===== config.mk =====
export PLATFORM = sky130hd
export DESIGN_NAME = r2mdc_delay_commutator_flat
export DESIGN_NICKNAME = d
export VERILOG_FILES = /design/src/rtl/r2mdc_delay_commutator_if.sv /design/src/rtl/r2mdc_delay_commutator.sv /design/src/flat_wrapper.sv
export SDC_FILE = /design/constraint.sdc
export NUM_CORES = 1
export LEC_CHECK = 0
export CORE_MARGIN = 2
export CORE_UTILIZATION = 52
export DETAILED_ROUTE_END_ITERATION = 8
export GPL_ROUTABILITY_DRIVEN = 0
export HOLD_SLACK_MARGIN = 0.02
export PLACE_DENSITY = 0.83
export RECOVER_POWER = 100
export SYNTH_ARGS = -nofsm -noshare
export SYNTH_HDL_FRONTEND = slang
export SYNTH_SLANG_ARGS = --single-unit

===== constraint.sdc =====
create_clock -name clk -period 1.49 [get_ports clk]
set_input_delay 0.2235 -clock clk [delete_from_list [all_inputs] [get_ports clk]]
set_output_delay 0.2235 -clock clk [all_outputs]
set_load 0.1 [all_outputs]

===== src/rtl/r2mdc_delay_commutator_if.sv =====
// Sample-pair stream between R2MDC pipeline stages: one valid strobe and two
// complex lanes (lane 0 = butterfly upper path, lane 1 = lower path).
interface r2mdc_delay_commutator_if #(
    parameter int unsigned WIDTH = 16
);
    logic             valid;
    logic [WIDTH-1:0] lane0_re;
    logic [WIDTH-1:0] lane0_im;
    logic [WIDTH-1:0] lane1_re;
    logic [WIDTH-1:0] lane1_im;

    modport master (output valid, lane0_re, lane0_im, lane1_re, lane1_im);
    modport slave  (input  valid, lane0_re, lane0_im, lane1_re, lane1_im);
endinterface


===== src/rtl/r2mdc_delay_commutator.sv =====
// R2MDC inter-stage reorder: delays lane 1, commutates lanes every DELAY samples,
// then delays the upper lane so the next butterfly sees correctly paired operands.
module r2mdc_delay_commutator #(
    parameter int unsigned DELAY = 4,
    parameter int unsigned WIDTH = 16
) (
    input  logic                            clk,
    input  logic                            rst_n,
    input  logic                            clear,
    r2mdc_delay_commutator_if.slave         in_if,
    r2mdc_delay_commutator_if.master        out_if,
    output logic                            pattern
);
    localparam int unsigned CntW   = $clog2(DELAY) + 1;
    localparam int unsigned PrimeW = $clog2(DELAY + 1);
    localparam logic [PrimeW-1:0] PrimeFull = PrimeW'(DELAY);

    typedef logic [2*WIDTH-1:0] sample_t;

    sample_t           lane1_dly_q [DELAY];
    sample_t           upper_dly_q [DELAY];
    logic [CntW-1:0]   phase_q, phase_d;
    logic [PrimeW-1:0] prime_q, prime_d;
    logic              out_valid_q;
    sample_t           out0_q, out1_q;

    sample_t a_in, b_in, d_tap, u_sw, l_sw;

    always_comb begin
        a_in    = {in_if.lane0_re, in_if.lane0_im};
        b_in    = {in_if.lane1_re, in_if.lane1_im};
        d_tap   = lane1_dly_q[DELAY-1];
        u_sw    = phase_q[CntW-1] ? d_tap : a_in;
        l_sw    = phase_q[CntW-1] ? a_in  : d_tap;
        // Counter width makes the natural wrap exactly 2*DELAY.
        phase_d = phase_q + CntW'(1);
        prime_d = (prime_q == PrimeFull) ? prime_q : prime_q + PrimeW'(1);
    end

    always_ff @(posedge clk or negedge rst_n) begin
        if (!rst_n) begin
            for (int i = 0; i < int'(DELAY); i++) begin
                lane1_dly_q[i] <= '0;
                upper_dly_q[i] <= '0;
            end
            phase_q     <= '0;
            prime_q     <= '0;
            out_valid_q <= 1'b0;
            out0_q      <= '0;
            out1_q      <= '0;
        end else if (clear) begin
            for (int i = 0; i < int'(DELAY); i++) begin
                lane1_dly_q[i] <= '0;
                upper_dly_q[i] <= '0;
            end
            phase_q     <= '0;
            prime_q     <= '0;
            out_valid_q <= 1'b0;
            out0_q      <= '0;
            out1_q      <= '0;
        end else if (in_if.valid) begin
            lane1_dly_q[0] <= b_in;
            upper_dly_q[0] <= u_sw;
            for (int i = 1; i < int'(DELAY); i++) begin
                lane1_dly_q[i] <= lane1_dly_q[i-1];
                upper_dly_q[i] <= upper_dly_q[i-1];
            end
            out0_q      <= upper_dly_q[DELAY-1];
            out1_q      <= l_sw;
            phase_q     <= phase_d;
            prime_q     <= prime_d;
            // Valid only once DELAY samples were already accepted before this one.
            out_valid_q <= (prime_q == PrimeFull);
        end else begin
            out_valid_q <= 1'b0;
        end
    end

    assign out_if.valid    = out_valid_q;
    assign out_if.lane0_re = out0_q[2*WIDTH-1:WIDTH];
    assign out_if.lane0_im = out0_q[WIDTH-1:0];
    assign out_if.lane1_re = out1_q[2*WIDTH-1:WIDTH];
    assign out_if.lane1_im = out1_q[WIDTH-1:0];
    assign pattern         = phase_q[CntW-1];
endmodule


===== src/flat_wrapper.sv =====
// flat-port wrapper written by rule: the top's interface ports become plain ports
module r2mdc_delay_commutator_flat 
#(
    parameter int unsigned DELAY = 4,
    parameter int unsigned WIDTH = 16
)
  (clk, rst_n, clear, pattern, in_if_valid, in_if_lane0_re, in_if_lane0_im, in_if_lane1_re, in_if_lane1_im, out_if_valid, out_if_lane0_re, out_if_lane0_im, out_if_lane1_re, out_if_lane1_im);
  r2mdc_delay_commutator_if #(.WIDTH(WIDTH)) in_if_i ();
  r2mdc_delay_commutator_if #(.WIDTH(WIDTH)) out_if_i ();
  input  logic clk;
  input  logic rst_n;
  input  logic clear;
  output logic pattern;
  input wire logic [$bits(in_if_i.valid)-1:0] in_if_valid;
  input wire logic [$bits(in_if_i.lane0_re)-1:0] in_if_lane0_re;
  input wire logic [$bits(in_if_i.lane0_im)-1:0] in_if_lane0_im;
  input wire logic [$bits(in_if_i.lane1_re)-1:0] in_if_lane1_re;
  input wire logic [$bits(in_if_i.lane1_im)-1:0] in_if_lane1_im;
  output wire logic [$bits(out_if_i.valid)-1:0] out_if_valid;
  output wire logic [$bits(out_if_i.lane0_re)-1:0] out_if_lane0_re;
  output wire logic [$bits(out_if_i.lane0_im)-1:0] out_if_lane0_im;
  output wire logic [$bits(out_if_i.lane1_re)-1:0] out_if_lane1_re;
  output wire logic [$bits(out_if_i.lane1_im)-1:0] out_if_lane1_im;
  assign in_if_i.valid = in_if_valid;
  assign in_if_i.lane0_re = in_if_lane0_re;
  assign in_if_i.lane0_im = in_if_lane0_im;
  assign in_if_i.lane1_re = in_if_lane1_re;
  assign in_if_i.lane1_im = in_if_lane1_im;
  assign out_if_valid = out_if_i.valid;
  assign out_if_lane0_re = out_if_i.lane0_re;
  assign out_if_lane0_im = out_if_i.lane0_im;
  assign out_if_lane1_re = out_if_i.lane1_re;
  assign out_if_lane1_im = out_if_i.lane1_im;
  r2mdc_delay_commutator #(.DELAY(DELAY), .WIDTH(WIDTH)) u_core (.clk(clk), .rst_n(rst_n), .clear(clear), .in_if(in_if_i), .out_if(out_if_i), .pattern(pattern));
endmodule

==> out/qor.yml <==
clock_tree:
  clk_pin_slew_ns: 0.06
  cts_num_sinks: 327
  clockRootBuffer: "clkbuf_16"
  clk_latency_ns: 0.55
  cts_buffers: 31
  cts_buffer_depth: 3
  htree_levels: 1
  cts_tree: "yes"
timing:
  final-hold-violation-count: 0
  rsz0062_at_grt: "true"
  worst_pin_slew_ns: 0.859
  finalCriticalPeriod_ns: 1.56
  hold_slack_ns: 0.0694
  finClkSkew_ns: 0.00716
  period_share_pct: 105
  fmax_ghz: 0.639
  finalSetupViolations: 1
  drv_slew: 0
  setup_tns_ns: -0.0742
  worst_slack_ns: -0.0742
  max_slew_margin_pct: 42.7
setup_path:
  worstSetupPathType: "reg -> out"
  cp.arrival_ns: 1.34
  startpoint_type: "flop"
  r2r_cells: 4
  critical_path.endpoint_type: "primary output"
  worst-path-max-fanout: 2
  required_ns: 1.27
synth:
  yosys-top-cells-area: "dfrtp_1 59%, mux2i_1 23%, nor2_1 8.7%"
  syn-cell-area_mm2: 0.0139
  yosysSeqAreaShare_pct: 58.9
  postSynthAreaPerCell_um2: 12.2
  synth_cell_type_count: 22
  ys_warn_count: 0
  yosysTopAreaCellShare_pct: 58.9
  yosysTopAreaCell: "dfrtp_1"
  ys_ff_latch: 327
  syn-num-nets: 1214
  netlist_instances: 1143
routing:
  dr_total_vias: 8758
  routedLengthMet1_um: 13300
  wl_met2_um: 12900
  wl_per_cell_um: 17.4
  dr.pass1.iters: 7
  dr_wl_met3_um: 1220
  drt_iter0_drc: 638
  routed.top_layer: "met4"
  antenna_left: 0
  via_per_inst: 5.40
  drt-total-wl_um: 28100
  drc: 16
cells_and_area:
  fillers: 1946
  syn2layout_area_growth_pct: 20.2
  drive_gt1_share_pct: 13.0
  final_cell_area_mm2: 0.0167
  nets: 1333
  layout_commonest_cell: "dfrtp_1"
  final_cell_count_no_fill: 1621
  final_cell_mix: "325 x dfrtp_1, 323 x nor2_1, 321 x mux2i_1, 64 x clkdlybuf4s50_1, 59 x a211oi_1"
global_routing:
  grt_max_degree: 76
  grtUsageTotal_pct: 20.4
  antenna_found_initial: 3
  grt_pass1_wl_um: 47100
  grt-ovfl-total: 0
  first_global_vias: 8841
die:
  ios: 134
  die_area_mm2: 0.0280
  start_util_pct: 53.2
  die_w_um: 167
  fp-row-count: 59
  core-area_mm2: 0.0261
  fp.dieH_um: 167
hold_path:
  whs_path_depth: 3
  min_path_type: "in -> reg"
placement:
  dp_hpwl_um: 18400
  io_buffers: 133
  place_inst: 1559
  dpl_worst_slack_ns: 0.127
  place_area_mm2: 0.0162
flow_run:
  max-cap-violations: 0
status:
  violations: "DRC, setup timing"
  run_status: "finished, violations left"
power:
  peakVddDrop_v: 0.000942
  p_per_area_mw_per_mm2: 1160
  leakagePower_nw: 8.19
## state kept, by name, indices dropped and copies added (netlist names)
register	flops
u_core.upper_dly_q	128
u_core.lane1_dly_q	96
u_core.d_tap	32
u_core.out0_q	32
u_core.out1_q	32
u_core.phase_q	3
u_core.prime_q	3
u_core.out_if.valid	1
## area by class of cell
class | count | area [um2] | share of cell area [%]
diodes | 3 | 7.51 | 0.0449
clock buffers | 39 | 856 | 5.12
clock inverters | 15 | 213 | 1.27
inverters | 2 | 7.51 | 0.0449
multi-input cells | 725 | 5080 | 30.4
flip-flops and latches | 327 | 8190 | 49.0
well taps | 335 | 419 | 2.51
repair buffers | 175 | 1930 | 11.6
## final timing paths
| path | start | to | slack [ns] |
|---|---|---|---|
| worst max-delay path | u_core.phase_q[2]$_DFFE_PN0P_ | pattern | -0.07 |
| worst min-delay path | in_if_valid | u_core.upper_dly_q[127]$_DFFE_PN0P_ | 0.07 |
| worst max register to register | u_core.phase_q[2]$_DFFE_PN0P_ | u_core.upper_dly_q[119]$_DFFE_PN0P_ | 0.02 |
| worst min register to register | u_core.upper_dly_q[3]$_DFFE_PN0P_ | u_core.out0_q[3]$_DFFE_PN0P_ | 0.51 |
| max in group asynchronous | rst_n | u_core.out1_q[11]$_DFFE_PN0P_ | 0.29 |
| min in group asynchronous | rst_n | u_core.lane1_dly_q[98]$_DFFE_PN0P_ | 0.14 |
## cells by family after synthesis
logic type	share of synthesized area, %
AND/OR/NAND/NOR	9.09
adder cells (fa/ha/maj)	0.270
buffers and inverters	4.75
XOR/XNOR	0.0630
AO/OA/AOI/OAI	3.66
multiplexers	23.3
flip-flops	58.9
## worst max-delay path, cell delays in order (launching register included)
cell	delay (ns)
dfrtp_4	0.50
buf_12	0.14
buf_12	0.15
## through the flow
stage	util, %	power [W]
final	63.9	0.0194
after global routing	63.9	0.0202
after CTS	66.4	0.0197
after detailed placement	62.1	0.0116
after global placement	62.1	0.0115
after floorplan	-	0.0107
## layer usage
metal,up-vias,GRT usage [%]
li1,4147,-
met1,4391,30.5
met2,176,31.0
met3,44,3.40
met4,0,6.12
met5,-,0
## synth_stat cells, drive strengths merged
| cell type | n |
|---|---|
| inv | 2 |
| dfrtp | 327 |
| buf | 69 |
| ha | 3 |
| nand3b | 1 |
| and4b | 2 |
| a211oi | 64 |
| a21boi | 1 |
| mux2i | 322 |
| nand2b | 2 |
| a21bo | 1 |
| a21oi | 2 |
| nor2b | 1 |
| clkbuf | 20 |
| mux2 | 1 |
| nor3 | 1 |
| xnor2 | 1 |
| nor2 | 323 |
## repair_timing
action,CTS,global route
gates resized for setup,4,8
endpoints found under the hold margin,334,0
setup buffers,2,1
hold buffers,2,0
endpoints found under the setup margin,2,8
## where the power goes
part	internal (W)	total [W]	switching [W]	leakage [nW]
combinational	0.000734	0.00193	0.00120	3.20
clock	0.00491	0.00816	0.00326	0.525
sequential	0.00915	0.00934	0.000184	4.46
total	0.0148	0.0194	0.00464	8.19
No activity file was read; power rests on OpenSTA's default activity.
